**config.mk**
```make
export PLATFORM = sky130hd
export DESIGN_NAME = exe_operand_stage_flat
export DESIGN_NICKNAME = d
export VERILOG_FILES = /design/src/rtl/exe_operand_stage_pkg.sv /design/src/rtl/exe_operand_stage_if.sv /design/src/rtl/exe_operand_stage_fwd_mux.sv /design/src/rtl/exe_operand_stage.sv /design/src/flat_wrapper.sv
export SDC_FILE = /design/constraint.sdc
export NUM_CORES = 1
export LEC_CHECK = 0
export BUFFER_PORTS_ARGS = -buffer_cell sky130_fd_sc_hd__buf_2
export CORE_ASPECT_RATIO = 0.6
export CORE_UTILIZATION = 42
export CTS_CLUSTER_DIAMETER = 30
export DETAILED_ROUTE_END_ITERATION = 16
export PLACE_DENSITY = 0.76
export SLEW_MARGIN = 20
export SYNTH_ARGS = -nofsm -noshare
export SYNTH_HDL_FRONTEND = slang
export SYNTH_SLANG_ARGS = --single-unit
```
**constraint.sdc**
```tcl
create_clock -name clk -period 2.2 [get_ports clk]
set_input_delay 0.11 -clock clk [delete_from_list [all_inputs] [get_ports clk]]
set_output_delay 0.11 -clock clk [all_outputs]
set_load 0.01 [all_outputs]
```
**src/rtl/exe_operand_stage_pkg.sv**
```systemverilog
// Shared constants for the ID/EXE operand stage.
//  - Default datapath widths.
//  - ALU operation codes (EXE_ALU_*). These are the values driven on alu_oper.
//  - Operand-select encodings for id_a_sel / id_b_sel.
package exe_operand_stage_pkg;

  localparam int DATA_W     = 32;
  localparam int OPER_W     = 4;
  localparam int REG_ADDR_W = 5;

  // ALU operation codes
  localparam logic [3:0] EXE_ALU_AND = 4'd0;
  localparam logic [3:0] EXE_ALU_OR  = 4'd1;
  localparam logic [3:0] EXE_ALU_ADD = 4'd2;
  localparam logic [3:0] EXE_ALU_XOR = 4'd3;
  localparam logic [3:0] EXE_ALU_SLL = 4'd4;
  localparam logic [3:0] EXE_ALU_SRL = 4'd5;
  localparam logic [3:0] EXE_ALU_SUB = 4'd6;
  localparam logic [3:0] EXE_ALU_SLT = 4'd7;
  localparam logic [3:0] EXE_ALU_SRA = 4'd8;
  localparam logic [3:0] EXE_ALU_LUI = 4'd9;
  localparam logic [3:0] EXE_ALU_NOR = 4'd12;

  // Operand A source
  localparam logic [1:0] ASEL_RS    = 2'd0;  // forwarded rs
  localparam logic [1:0] ASEL_SHAMT = 2'd1;  // instruction shamt field
  localparam logic [1:0] ASEL_RS5   = 2'd2;  // low 5 bits of forwarded rs (variable shifts)

  // Operand B source
  localparam logic BSEL_RT  = 1'b0;          // forwarded rt
  localparam logic BSEL_IMM = 1'b1;          // extended immediate

endpackage

```
**src/rtl/exe_operand_stage_if.sv**
```systemverilog
// Bus between the decode/forwarding side and the EXE operand stage.
//  master: ID fields, stall/flush control, MEM/WB forwarding sources (drives);
//          ALU operands, passed-through control, load_use_stall (receives).
//  slave : the operand stage itself, mirror directions.
interface exe_operand_stage_if
  import exe_operand_stage_pkg::*;
#(
  parameter int DATA_W     = exe_operand_stage_pkg::DATA_W,
  parameter int OPER_W     = exe_operand_stage_pkg::OPER_W,
  parameter int REG_ADDR_W = exe_operand_stage_pkg::REG_ADDR_W
);
  // ID side
  logic                  id_valid;
  logic [OPER_W-1:0]     id_oper;
  logic                  id_sign;
  logic [REG_ADDR_W-1:0] id_rs_addr;
  logic [REG_ADDR_W-1:0] id_rt_addr;
  logic                  id_rs_used;
  logic                  id_rt_used;
  logic [DATA_W-1:0]     id_rs_data;
  logic [DATA_W-1:0]     id_rt_data;
  logic [15:0]           id_imm;
  logic                  id_imm_sext;
  logic [4:0]            id_shamt;
  logic [1:0]            id_a_sel;
  logic                  id_b_sel;
  logic [REG_ADDR_W-1:0] id_wb_addr;
  logic                  id_wb_en;
  logic                  id_mem_ren;
  // pipeline control
  logic                  exe_stall;
  logic                  exe_flush;
  // forwarding sources
  logic                  mem_fwd_en;
  logic [REG_ADDR_W-1:0] mem_fwd_addr;
  logic [DATA_W-1:0]     mem_fwd_data;
  logic                  wb_fwd_en;
  logic [REG_ADDR_W-1:0] wb_fwd_addr;
  logic [DATA_W-1:0]     wb_fwd_data;
  // stage outputs
  logic                  exe_valid;
  logic [DATA_W-1:0]     alu_a;
  logic [DATA_W-1:0]     alu_b;
  logic [OPER_W-1:0]     alu_oper;
  logic                  alu_sign;
  logic [DATA_W-1:0]     exe_store_data;
  logic [REG_ADDR_W-1:0] exe_wb_addr;
  logic                  exe_wb_en;
  logic                  exe_mem_ren;
  logic                  load_use_stall;

  modport master (
    output id_valid, id_oper, id_sign, id_rs_addr, id_rt_addr, id_rs_used, id_rt_used,
           id_rs_data, id_rt_data, id_imm, id_imm_sext, id_shamt, id_a_sel, id_b_sel,
           id_wb_addr, id_wb_en, id_mem_ren, exe_stall, exe_flush,
           mem_fwd_en, mem_fwd_addr, mem_fwd_data, wb_fwd_en, wb_fwd_addr, wb_fwd_data,
    input  exe_valid, alu_a, alu_b, alu_oper, alu_sign, exe_store_data,
           exe_wb_addr, exe_wb_en, exe_mem_ren, load_use_stall
  );

  modport slave (
    input  id_valid, id_oper, id_sign, id_rs_addr, id_rt_addr, id_rs_used, id_rt_used,
           id_rs_data, id_rt_data, id_imm, id_imm_sext, id_shamt, id_a_sel, id_b_sel,
           id_wb_addr, id_wb_en, id_mem_ren, exe_stall, exe_flush,
           mem_fwd_en, mem_fwd_addr, mem_fwd_data, wb_fwd_en, wb_fwd_addr, wb_fwd_data,
    output exe_valid, alu_a, alu_b, alu_oper, alu_sign, exe_store_data,
           exe_wb_addr, exe_wb_en, exe_mem_ren, load_use_stall
  );

endinterface

```
**src/rtl/exe_operand_stage_fwd_mux.sv**
```systemverilog
// Forwarding mux for one source register.
//  addr/reg_data        : registered source address and register-file value
//  mem_en/addr/data     : MEM-stage result (highest priority)
//  wb_en/addr/data      : WB-stage result
//  data                 : resolved operand value
// Register 0 is hard-wired to zero, so a write to it is never forwarded.
module exe_operand_stage_fwd_mux #(
  parameter int DATA_W     = 32,
  parameter int REG_ADDR_W = 5
) (
  input  logic [REG_ADDR_W-1:0] addr,
  input  logic [DATA_W-1:0]     reg_data,
  input  logic                  mem_en,
  input  logic [REG_ADDR_W-1:0] mem_addr,
  input  logic [DATA_W-1:0]     mem_data,
  input  logic                  wb_en,
  input  logic [REG_ADDR_W-1:0] wb_addr,
  input  logic [DATA_W-1:0]     wb_data,
  output logic [DATA_W-1:0]     data
);

  logic addr_nz;
  assign addr_nz = (addr != '0);

  always_comb begin
    data = reg_data;
    if (addr_nz && mem_en && (mem_addr == addr)) begin
      data = mem_data;
    end else if (addr_nz && wb_en && (wb_addr == addr)) begin
      data = wb_data;
    end
  end

endmodule

```
**src/rtl/exe_operand_stage.sv**
```systemverilog
// ID/EXE operand stage.
//  clk, rst : clock and synchronous active-high reset
//  bus      : slave side of exe_operand_stage_if (ID fields, stall/flush,
//             MEM/WB forwarding in; ALU operands, control, load_use_stall out)
// One register bank holds the decoded instruction; operands are resolved
// combinationally from it so forwarding sees the latest MEM/WB results.
module exe_operand_stage
  import exe_operand_stage_pkg::*;
#(
  parameter int DATA_W     = exe_operand_stage_pkg::DATA_W,
  parameter int OPER_W     = exe_operand_stage_pkg::OPER_W,
  parameter int REG_ADDR_W = exe_operand_stage_pkg::REG_ADDR_W
) (
  input  logic                clk,
  input  logic                rst,
  exe_operand_stage_if.slave  bus
);

  typedef struct packed {
    logic                  valid;
    logic [OPER_W-1:0]     oper;
    logic                  sign;
    logic [REG_ADDR_W-1:0] rs_addr;
    logic [REG_ADDR_W-1:0] rt_addr;
    logic [DATA_W-1:0]     rs_data;
    logic [DATA_W-1:0]     rt_data;
    logic [15:0]           imm;
    logic                  imm_sext;
    logic [4:0]            shamt;
    logic [1:0]            a_sel;
    logic                  b_sel;
    logic [REG_ADDR_W-1:0] wb_addr;
    logic                  wb_en;
    logic                  mem_ren;
  } stage_t;

  // Bubble and reset contents are the same: an ADD of zeros with no side effects.
  function automatic stage_t bubble();
    stage_t s;
    s      = '0;
    s.oper = OPER_W'(EXE_ALU_ADD);
    return s;
  endfunction

  stage_t            stage_reg;
  stage_t            stage_next;
  logic [DATA_W-1:0] fwd_rs;
  logic [DATA_W-1:0] fwd_rt;
  logic              load_use_hit;

  exe_operand_stage_fwd_mux #(.DATA_W(DATA_W), .REG_ADDR_W(REG_ADDR_W)) u_fwd_rs (
    .addr(stage_reg.rs_addr), .reg_data(stage_reg.rs_data),
    .mem_en(bus.mem_fwd_en), .mem_addr(bus.mem_fwd_addr), .mem_data(bus.mem_fwd_data),
    .wb_en(bus.wb_fwd_en), .wb_addr(bus.wb_fwd_addr), .wb_data(bus.wb_fwd_data),
    .data(fwd_rs)
  );

  exe_operand_stage_fwd_mux #(.DATA_W(DATA_W), .REG_ADDR_W(REG_ADDR_W)) u_fwd_rt (
    .addr(stage_reg.rt_addr), .reg_data(stage_reg.rt_data),
    .mem_en(bus.mem_fwd_en), .mem_addr(bus.mem_fwd_addr), .mem_data(bus.mem_fwd_data),
    .wb_en(bus.wb_fwd_en), .wb_addr(bus.wb_fwd_addr), .wb_data(bus.wb_fwd_data),
    .data(fwd_rt)
  );

  // A load in EXE whose destination the ID instruction reads: its data only
  // exists once the load reaches MEM, so ID waits one cycle behind a bubble.
  assign load_use_hit = stage_reg.valid && stage_reg.mem_ren && stage_reg.wb_en &&
                        (stage_reg.wb_addr != '0) && bus.id_valid &&
                        ((bus.id_rs_used && (bus.id_rs_addr == stage_reg.wb_addr)) ||
                         (bus.id_rt_used && (bus.id_rt_addr == stage_reg.wb_addr)));

  assign bus.load_use_stall = load_use_hit && !bus.exe_flush;

  always_comb begin
    stage_next = bubble();
    if (bus.exe_flush) begin
      stage_next = bubble();
    end else if (bus.exe_stall) begin
      // Hold, but latch the forwarded sources: a result retiring from WB
      // during the stall would otherwise vanish before we consume it.
      stage_next         = stage_reg;
      stage_next.rs_data = fwd_rs;
      stage_next.rt_data = fwd_rt;
    end else if (load_use_hit || !bus.id_valid) begin
      stage_next = bubble();
    end else begin
      stage_next.valid    = 1'b1;
      stage_next.oper     = bus.id_oper;
      stage_next.sign     = bus.id_sign;
      stage_next.rs_addr  = bus.id_rs_addr;
      stage_next.rt_addr  = bus.id_rt_addr;
      stage_next.rs_data  = bus.id_rs_data;
      stage_next.rt_data  = bus.id_rt_data;
      stage_next.imm      = bus.id_imm;
      stage_next.imm_sext = bus.id_imm_sext;
      stage_next.shamt    = bus.id_shamt;
      stage_next.a_sel    = bus.id_a_sel;
      stage_next.b_sel    = bus.id_b_sel;
      stage_next.wb_addr  = bus.id_wb_addr;
      stage_next.wb_en    = bus.id_wb_en;
      stage_next.mem_ren  = bus.id_mem_ren;
    end
  end

  always_ff @(posedge clk) begin
    if (rst) begin
      stage_reg <= bubble();
    end else begin
      stage_reg <= stage_next;
    end
  end

  // Operand A; shift amounts are masked to 5 bits because the ALU shifts by all of a.
  always_comb begin
    bus.alu_a = fwd_rs;
    case (stage_reg.a_sel)
      ASEL_SHAMT: bus.alu_a = {{(DATA_W-5){1'b0}}, stage_reg.shamt};
      ASEL_RS5:   bus.alu_a = {{(DATA_W-5){1'b0}}, fwd_rs[4:0]};
      default:    bus.alu_a = fwd_rs;
    endcase
  end

  assign bus.alu_b = (stage_reg.b_sel == BSEL_IMM)
                   ? {{(DATA_W-16){stage_reg.imm_sext & stage_reg.imm[15]}}, stage_reg.imm}
                   : fwd_rt;

  assign bus.exe_valid      = stage_reg.valid;
  assign bus.alu_oper       = stage_reg.oper;
  assign bus.alu_sign       = stage_reg.sign;
  assign bus.exe_store_data = fwd_rt;
  assign bus.exe_wb_addr    = stage_reg.wb_addr;
  assign bus.exe_wb_en      = stage_reg.wb_en;
  assign bus.exe_mem_ren    = stage_reg.mem_ren;

endmodule

```
**src/flat_wrapper.sv**
```systemverilog
// flat-port wrapper written by rule: the top's interface ports become plain ports
module exe_operand_stage_flat import exe_operand_stage_pkg::*;
#(
  parameter int DATA_W     = exe_operand_stage_pkg::DATA_W,
  parameter int OPER_W     = exe_operand_stage_pkg::OPER_W,
  parameter int REG_ADDR_W = exe_operand_stage_pkg::REG_ADDR_W
)
  (clk, rst, bus_id_valid, bus_id_oper, bus_id_sign, bus_id_rs_addr, bus_id_rt_addr, bus_id_rs_used, bus_id_rt_used, bus_id_rs_data, bus_id_rt_data, bus_id_imm, bus_id_imm_sext, bus_id_shamt, bus_id_a_sel, bus_id_b_sel, bus_id_wb_addr, bus_id_wb_en, bus_id_mem_ren, bus_exe_stall, bus_exe_flush, bus_mem_fwd_en, bus_mem_fwd_addr, bus_mem_fwd_data, bus_wb_fwd_en, bus_wb_fwd_addr, bus_wb_fwd_data, bus_exe_valid, bus_alu_a, bus_alu_b, bus_alu_oper, bus_alu_sign, bus_exe_store_data, bus_exe_wb_addr, bus_exe_wb_en, bus_exe_mem_ren, bus_load_use_stall);
  exe_operand_stage_if #(.DATA_W(DATA_W), .OPER_W(OPER_W), .REG_ADDR_W(REG_ADDR_W)) bus_i ();
  input  logic clk;
  input  logic rst;
  input wire logic [$bits(bus_i.id_valid)-1:0] bus_id_valid;
  input wire logic [$bits(bus_i.id_oper)-1:0] bus_id_oper;
  input wire logic [$bits(bus_i.id_sign)-1:0] bus_id_sign;
  input wire logic [$bits(bus_i.id_rs_addr)-1:0] bus_id_rs_addr;
  input wire logic [$bits(bus_i.id_rt_addr)-1:0] bus_id_rt_addr;
  input wire logic [$bits(bus_i.id_rs_used)-1:0] bus_id_rs_used;
  input wire logic [$bits(bus_i.id_rt_used)-1:0] bus_id_rt_used;
  input wire logic [$bits(bus_i.id_rs_data)-1:0] bus_id_rs_data;
  input wire logic [$bits(bus_i.id_rt_data)-1:0] bus_id_rt_data;
  input wire logic [$bits(bus_i.id_imm)-1:0] bus_id_imm;
  input wire logic [$bits(bus_i.id_imm_sext)-1:0] bus_id_imm_sext;
  input wire logic [$bits(bus_i.id_shamt)-1:0] bus_id_shamt;
  input wire logic [$bits(bus_i.id_a_sel)-1:0] bus_id_a_sel;
  input wire logic [$bits(bus_i.id_b_sel)-1:0] bus_id_b_sel;
  input wire logic [$bits(bus_i.id_wb_addr)-1:0] bus_id_wb_addr;
  input wire logic [$bits(bus_i.id_wb_en)-1:0] bus_id_wb_en;
  input wire logic [$bits(bus_i.id_mem_ren)-1:0] bus_id_mem_ren;
  input wire logic [$bits(bus_i.exe_stall)-1:0] bus_exe_stall;
  input wire logic [$bits(bus_i.exe_flush)-1:0] bus_exe_flush;
  input wire logic [$bits(bus_i.mem_fwd_en)-1:0] bus_mem_fwd_en;
  input wire logic [$bits(bus_i.mem_fwd_addr)-1:0] bus_mem_fwd_addr;
  input wire logic [$bits(bus_i.mem_fwd_data)-1:0] bus_mem_fwd_data;
  input wire logic [$bits(bus_i.wb_fwd_en)-1:0] bus_wb_fwd_en;
  input wire logic [$bits(bus_i.wb_fwd_addr)-1:0] bus_wb_fwd_addr;
  input wire logic [$bits(bus_i.wb_fwd_data)-1:0] bus_wb_fwd_data;
  output wire logic [$bits(bus_i.exe_valid)-1:0] bus_exe_valid;
  output wire logic [$bits(bus_i.alu_a)-1:0] bus_alu_a;
  output wire logic [$bits(bus_i.alu_b)-1:0] bus_alu_b;
  output wire logic [$bits(bus_i.alu_oper)-1:0] bus_alu_oper;
  output wire logic [$bits(bus_i.alu_sign)-1:0] bus_alu_sign;
  output wire logic [$bits(bus_i.exe_store_data)-1:0] bus_exe_store_data;
  output wire logic [$bits(bus_i.exe_wb_addr)-1:0] bus_exe_wb_addr;
  output wire logic [$bits(bus_i.exe_wb_en)-1:0] bus_exe_wb_en;
  output wire logic [$bits(bus_i.exe_mem_ren)-1:0] bus_exe_mem_ren;
  output wire logic [$bits(bus_i.load_use_stall)-1:0] bus_load_use_stall;
  assign bus_i.id_valid = bus_id_valid;
  assign bus_i.id_oper = bus_id_oper;
  assign bus_i.id_sign = bus_id_sign;
  assign bus_i.id_rs_addr = bus_id_rs_addr;
  assign bus_i.id_rt_addr = bus_id_rt_addr;
  assign bus_i.id_rs_used = bus_id_rs_used;
  assign bus_i.id_rt_used = bus_id_rt_used;
  assign bus_i.id_rs_data = bus_id_rs_data;
  assign bus_i.id_rt_data = bus_id_rt_data;
  assign bus_i.id_imm = bus_id_imm;
  assign bus_i.id_imm_sext = bus_id_imm_sext;
  assign bus_i.id_shamt = bus_id_shamt;
  assign bus_i.id_a_sel = bus_id_a_sel;
  assign bus_i.id_b_sel = bus_id_b_sel;
  assign bus_i.id_wb_addr = bus_id_wb_addr;
  assign bus_i.id_wb_en = bus_id_wb_en;
  assign bus_i.id_mem_ren = bus_id_mem_ren;
  assign bus_i.exe_stall = bus_exe_stall;
  assign bus_i.exe_flush = bus_exe_flush;
  assign bus_i.mem_fwd_en = bus_mem_fwd_en;
  assign bus_i.mem_fwd_addr = bus_mem_fwd_addr;
  assign bus_i.mem_fwd_data = bus_mem_fwd_data;
  assign bus_i.wb_fwd_en = bus_wb_fwd_en;
  assign bus_i.wb_fwd_addr = bus_wb_fwd_addr;
  assign bus_i.wb_fwd_data = bus_wb_fwd_data;
  assign bus_exe_valid = bus_i.exe_valid;
  assign bus_alu_a = bus_i.alu_a;
  assign bus_alu_b = bus_i.alu_b;
  assign bus_alu_oper = bus_i.alu_oper;
  assign bus_alu_sign = bus_i.alu_sign;
  assign bus_exe_store_data = bus_i.exe_store_data;
  assign bus_exe_wb_addr = bus_i.exe_wb_addr;
  assign bus_exe_wb_en = bus_i.exe_wb_en;
  assign bus_exe_mem_ren = bus_i.exe_mem_ren;
  assign bus_load_use_stall = bus_i.load_use_stall;
  exe_operand_stage #(.DATA_W(DATA_W), .OPER_W(OPER_W), .REG_ADDR_W(REG_ADDR_W)) u_core (.clk(clk), .rst(rst), .bus(bus_i));
endmodule
```
==> results of run 1 <==
-- cell usage after synthesis (all sizes together) --
cell type    n
nand4        5
nand3b       1
nor2b        2
nor4b        1
nor4         1
xor2         8
clkbuf      65
or2          3
a22o        78
mux2        16
nand4bb      1
a31oi       32
a21oi        2
ha           2
dfxtp      112
inv          5
o21ai      101
o22ai        1
a22oi        1
or4b         1
nor3        33
nand2       40
o211a        1
nand3       33
or4          2
buf         23
xnor2       22
o2bb2ai     32
and2         1
o211ai       3
nor2        64
a21o         1
a221oi      32
a21bo       16
-- worst paths after layout --
check                         startpoint                         to  slack (ns)  cells after the start
setup / recovery    u_core.stage_reg[96]              bus_alu_b[18]       -0.68                      7
hold / removal         bus_id_wb_addr[0]  u_core.bus.exe_wb_addr[0]       0.008                      2
setup reg to reg    u_core.stage_reg[96]       u_core.stage_reg[57]       -0.19                      7
hold reg to reg   u_core.bus.alu_oper[2]     u_core.bus.alu_oper[2]        0.48                      1
-- critical path, stage by stage, from the launching register on --
cell and delay [ns]:
dfxtp_2 0.34, buf_6 0.13, xor2_4 0.19, or4b_4 0.66, o21ai_1 0.43, a31oi_2 0.25, a21bo_2 0.28, buf_2 0.14
-- metal layers --
metal / up-vias / global-route usage (%)
met5: - / 1.70
met4: 0 / 7.61
met3: 142 / 11.5
met2: 807 / 58.0
met1: 4086 / 54.3
li1: 3669 / -
-- stage by stage --
stage	cells	hold slack, ns	TNS [ns]
floorplan	741	0.227	0
global placement	1203	0.314	-0.450
detailed placement	1203	0.318	-1.32
CTS	1324	0.000766	-23.78
global route	1366	0.00653	-41.10
finish	1367	0.00833	-33.09
-- power groups by stage --
stage	logic, uW	registers, uW	clock network, uW
after floorplan	312	2130	0
after global placement	714	2140	0
after detailed placement	719	2140	0
after CTS	908	2090	1630
after global routing	1150	2100	1730
final	1110	2100	1630
-- cell families (layout without fill, tap and decap cells) --
kind of cell | count (synthesis) | after routing | synth area share [%]
compound gates | 300 | 300 | 35.4
xor+xnor | 30 | 30 | 4.26
fa+ha+maj | 2 | 2 | 0.406
buf+inv | 93 | 522 | 6.64
flops | 112 | 112 | 36.4
mux | 16 | 16 | 2.92
other cells | 0 | 2 | 0
simple gates | 188 | 191 | 14.0
-- what timing repair did --
action,in CTS,in global routing
hold buffers,96,1
gates resized for setup,121,219
gates cloned,6,13
setup endpoints to repair,101,115
setup buffers,3,29
endpoints found under the hold margin,96,1
pin swaps,11,73
-- layout make-up --
class	count	area [sq um]	area share (%)
clock buffer	10	229	1.97
antenna	2	5.00	0.0431
tap	192	240	2.07
sequential	112	2250	19.4
inverter	5	18.8	0.162
timing repair buffer	501	3940	34.0
clock inverter	6	62.6	0.539
multi-input combinational	539	4860	41.9
==> metrics, run 1 <==
M1 WL roughly 14 mm; period utilization 131%; sequential share of power a little over two fifths; data arrival time of the critical path 2.77 ns; internal power component 3410 uW; fin worst setup slack -0.677 ns; largest net degree at the start of global routing 42; global-route wire length before repair 43.7 mm; share of the synthesized area in the top cell type roughly 36%; share of cells above drive strength 1 51.1%; Total Power slightly below 5000 uW; I/O pin total 304; Mapped Area about 6200 sq um; Total Routing Usage GR a little under 40%; static leakage power around 0.0049 uW; average routed wire per standard cell ~25 microns; most common cell after layout, fill and taps aside buf_2; via count of the first global-routing pass 7391; Post-Synthesis Cells 741; floorplan die height between 90 and 100 microns; TritonCTS Buffers 9; area growth from synthesis to layout 88.3%; startpoint type of the worst setup path register; fillcell total a little under 800; GPL Wtd Cong roughly 0.97; die area 15200 sq um; number of vias in the routed layout 8704; MaxCap Viol Count 0; critical path class register to primary output; Die W between 150 and 200 microns; Met2 Routed Length about 15 mm; Max Used Layer met4; final WL 34.5 mm; setup clock skew after layout around 0.015 ns; Fmax achieved ~350 MHz; unique cell type count in the Yosys netlist 41; required arrival time at the worst endpoint roughly 2.1 ns; Detailed Routing Iterations Pass 1 6; clock-pin transition on the worst setup and hold timing paths roughly 0.08 ns; clock root buffer master clkbuf_16; share of total power in the clock network approximately a third; outcome complete, but fails checks; leading area contributor after synthesis dfxtp_1; sequential share of the synthesized area between 30 and 40%; power spent charging and discharging nets ~1400 uW; CTS tree yes; antenna violations before repair 2; core utilization of the finished layout 82.9%; type of element capturing the critical path primary output; DRC violations left 0; total global routing overflow 0; total number of H-tree levels 3; largest fanout of any net on the critical path 16; # rows 33; average instance area after synthesis 8.32 sq um; Port Buffer Count 303; type of the tightest min-delay check input pin to register; detailed-routed wire length on met3 approximately 4.7 mm; post-placement worst setup slack -0.178 ns; #FFs+latches synth around 110; effective utilization at floorplan 44.0%; cell area power density approximately 420 nW/um^2; final HPWL from detailed placement 20.2 mm; number of endpoints failing setup at the final stage 106; clock buffer depth 2; main area contributors after synthesis dfxtp_1 36%, a22o_1 11%, o21ai_0 7.3%, a221oi_1 4.5%, o2bb2ai_1 4.5%; final critical-path required period between 2 and 3 ns; Worst VDD drop roughly 0.42 mV; net total in the final layout 1364; synthesis warning total 0; top library cells by usage in the layout, fill and taps aside 272 x buf_2, 107 x dfxtp_1, 97 x dlygate4sd3_1, 78 x a22o_1, 57 x nor2_1; drt initial violations 1250; final-report max-slew violation count 0; combinational share of power ~23%; placeable core region about 14000 sq um; max FFs per register 99; clock latency of the later-clocked register in the worst-skew pair 0.35 ns; switching part of the total between 20 and 30%; placed standard-cell area between 8000 and 9000 sq um; CTS sink cnt about 110; final design area excluding fillers roughly 12000 sq um; violations in the final reports setup timing; via/cell ratio about 6.4; actual slew at the worst max-slew pin 0.727 ns; total count of hold-check failures in the final report 0; Relative slew margins roughly half; remaining number of nets flagged by the antenna check after routing 0; unrepaired setup endpoints after global routing true; synthesized net count about 940
(Power assumes the default switching activity.)
==> inputs of run 2 (changes only) <==
Settings changed: SKIP_CTS_REPAIR_TIMING set to 1.
==> run 2 against run 1 <==
  * The run ends with hold timing, setup timing left
  * Worst hold slack got worse by 0.023 ns
  * Highest routed layer unchanged
  * Design area shrank 3.0%
  * Critical endpoint is now bus_alu_b[27]
  * Largest power group unchanged
  * Non-clock buffer count fell by 13
==> metrics, run 2 (same netlist as run 1, synthesis figures left out) <==
global-route wire length before repair approximately 38 mm; fin worst setup slack -0.478 ns; Detailed Routing Iterations Pass 1 8; critical path class register to primary output; MaxCap Viol Count 0; most common cell after layout, fill and taps aside buf_2; switching part of the total 29.7%; share of cells above drive strength 1 a little over 50%; final-report max-slew violation count 0; period utilization 122%; outcome complete, but fails checks; WHS Endpoint u_core.stage_reg[9]; largest fanout of any net on the critical path 8; share of total power in the clock network between 30 and 40%; flip-flop and latch area roughly 2300 sq um; clock latency of the later-clocked register in the worst-skew pair about 0.35 ns; CTS tree yes; met3 track demand over resource in global routing 11.3%; Die W approximately 160 microns; DRC violations left 0; static leakage power 0.00485 uW; total global routing overflow 0; clock-pin transition on the worst setup and hold timing paths roughly 0.08 ns; floorplan die height 95.8 microns; total area of multi-input combinational cells ~4700 sq um; remaining number of nets flagged by the antenna check after routing 0; Total Power 4810 uW; Worst R2R Setup Slack -0.08 ns; placed standard-cell area around 8100 sq um; worst reg-to-reg path cell count 8; final critical-path required period between 2 and 3 ns; combinational share of power 22.0%; area growth from synthesis to layout 82.6%; met1 Track Usage GR between 50 and 60%; internal power component about 3400 uW; Relative slew margins a little under half; I/O pin total about 300; net total in the final layout approximately 1400; number of endpoints failing setup at the final stage ~100; Worst VDD drop between 0.4 and 0.5 mV; TritonCTS Buffers 9; launch instance of the worst register-to-register path u_core.stage_reg[98]; hold_sp bus_id_a_sel[1]; clock root buffer master clkbuf_16; final WL 33.9 mm; core utilization of the finished layout between 80% and 90%; # rows 33; total number of H-tree levels 3; GPL Wtd Cong approximately 0.97; average routed wire per standard cell about 25 microns; final design area excluding fillers between 10000 and 15000 sq um; Port Buffer Count 303; top library cells by usage in the layout, fill and taps aside 276 x buf_2, 106 x dfxtp_1, 88 x dlygate4sd3_1, 78 x a22o_1, 60 x buf_4; via/cell ratio ~6.3; effective utilization at floorplan approximately 44%; power spent charging and discharging nets about 1400 uW; Total Routing Usage GR between 30% and 40%; via count of the first global-routing pass 6340; type of element capturing the critical path primary output; drt initial violations around 1300; sequential share of power between 40% and 50%; fillcell total between 800 and 900; busiest layer in global routing met1; cell area power density 427 nW/um^2; met2 track demand over resource in global routing between 40% and 50%; unrepaired setup endpoints after global routing true; largest net degree at the start of global routing between 40 and 50; startpoint type of the worst setup path register; worst reg2reg endpoint u_core.stage_reg[57]; Critical Path Start u_core.stage_reg[96]; total count of hold-check failures in the final report 6; required arrival time at the worst endpoint 2.09 ns; type of the tightest min-delay check input pin to register; Post-Route Hold Slack -0.0144 ns; actual slew at the worst max-slew pin approximately 0.8 ns; number of vias in the routed layout roughly 8600; CTS sink cnt 112; max FFs per register a little under 100; violations in the final reports hold timing, setup timing; setup clock skew after layout between 0.015 and 0.02 ns; clock buffer depth 2; final HPWL from detailed placement 20.2 mm; Hold Crit Depth 2; antenna violations before repair 4; data arrival time of the critical path 2.57 ns; Fmax achieved around 370 MHz; die area ~15000 sq um; placeable core region approximately 14000 sq um
[run 2: power groups by stage]
stage | logic [uW] | clock network (uW) | registers, uW
floorplan | 312 | 0 | 2130
global placement | 714 | 0 | 2140
detailed placement | 719 | 0 | 2140
CTS | 721 | 1630 | 2090
global route | 1100 | 1740 | 2100
finish | 1060 | 1650 | 2100
[run 2: worst max-delay path, stage by stage, from the launching register on]
cell,delay [ns]
dfxtp_2,0.34
buf_4,0.16
xor2_4,0.20
or4b_4,0.63
o21ai_1,0.33
a31oi_4,0.19
a21bo_2,0.25
buf_2,0.13
[run 2: how the worst max path moves through the flow]
stage                          endpoint  slack [ns]  depth (start not counted)
after floorplan           bus_alu_b[10]        0.11                          7
after global placement    bus_alu_b[26]       -0.17                          7
after detailed placement  bus_alu_b[26]       -0.18                          7
after CTS                 bus_alu_b[26]       -0.55                          7
after global routing       bus_alu_b[0]       -0.58                          8
final                     bus_alu_b[27]       -0.48                          7
[run 2: stage by stage]
stage	setup TNS, ns	instances	setup WS, ns
after floorplan	0	741	0.114
after global placement	-0.450	1203	-0.170
after detailed placement	-1.32	1203	-0.178
after CTS	-29.03	1219	-0.549
after global routing	-36.04	1357	-0.578
final	-30.04	1357	-0.478
[run 2: routing by layer]
metal	wire length (microns)	share of wire, %
met1	13900	41
met2	14400	42
met3	4490	13
met4	1200	3.5
met5	0	0
[run 2: layout make-up]
type	instances	area share, %
clock inverters	6	0.556
repair buffers	488	33.1
multi-input cells	540	41.9
clock buffers	10	2.03
inverters	5	0.167
well taps	192	2.13
flip-flops and latches	112	20.0
diodes	4	0.0889
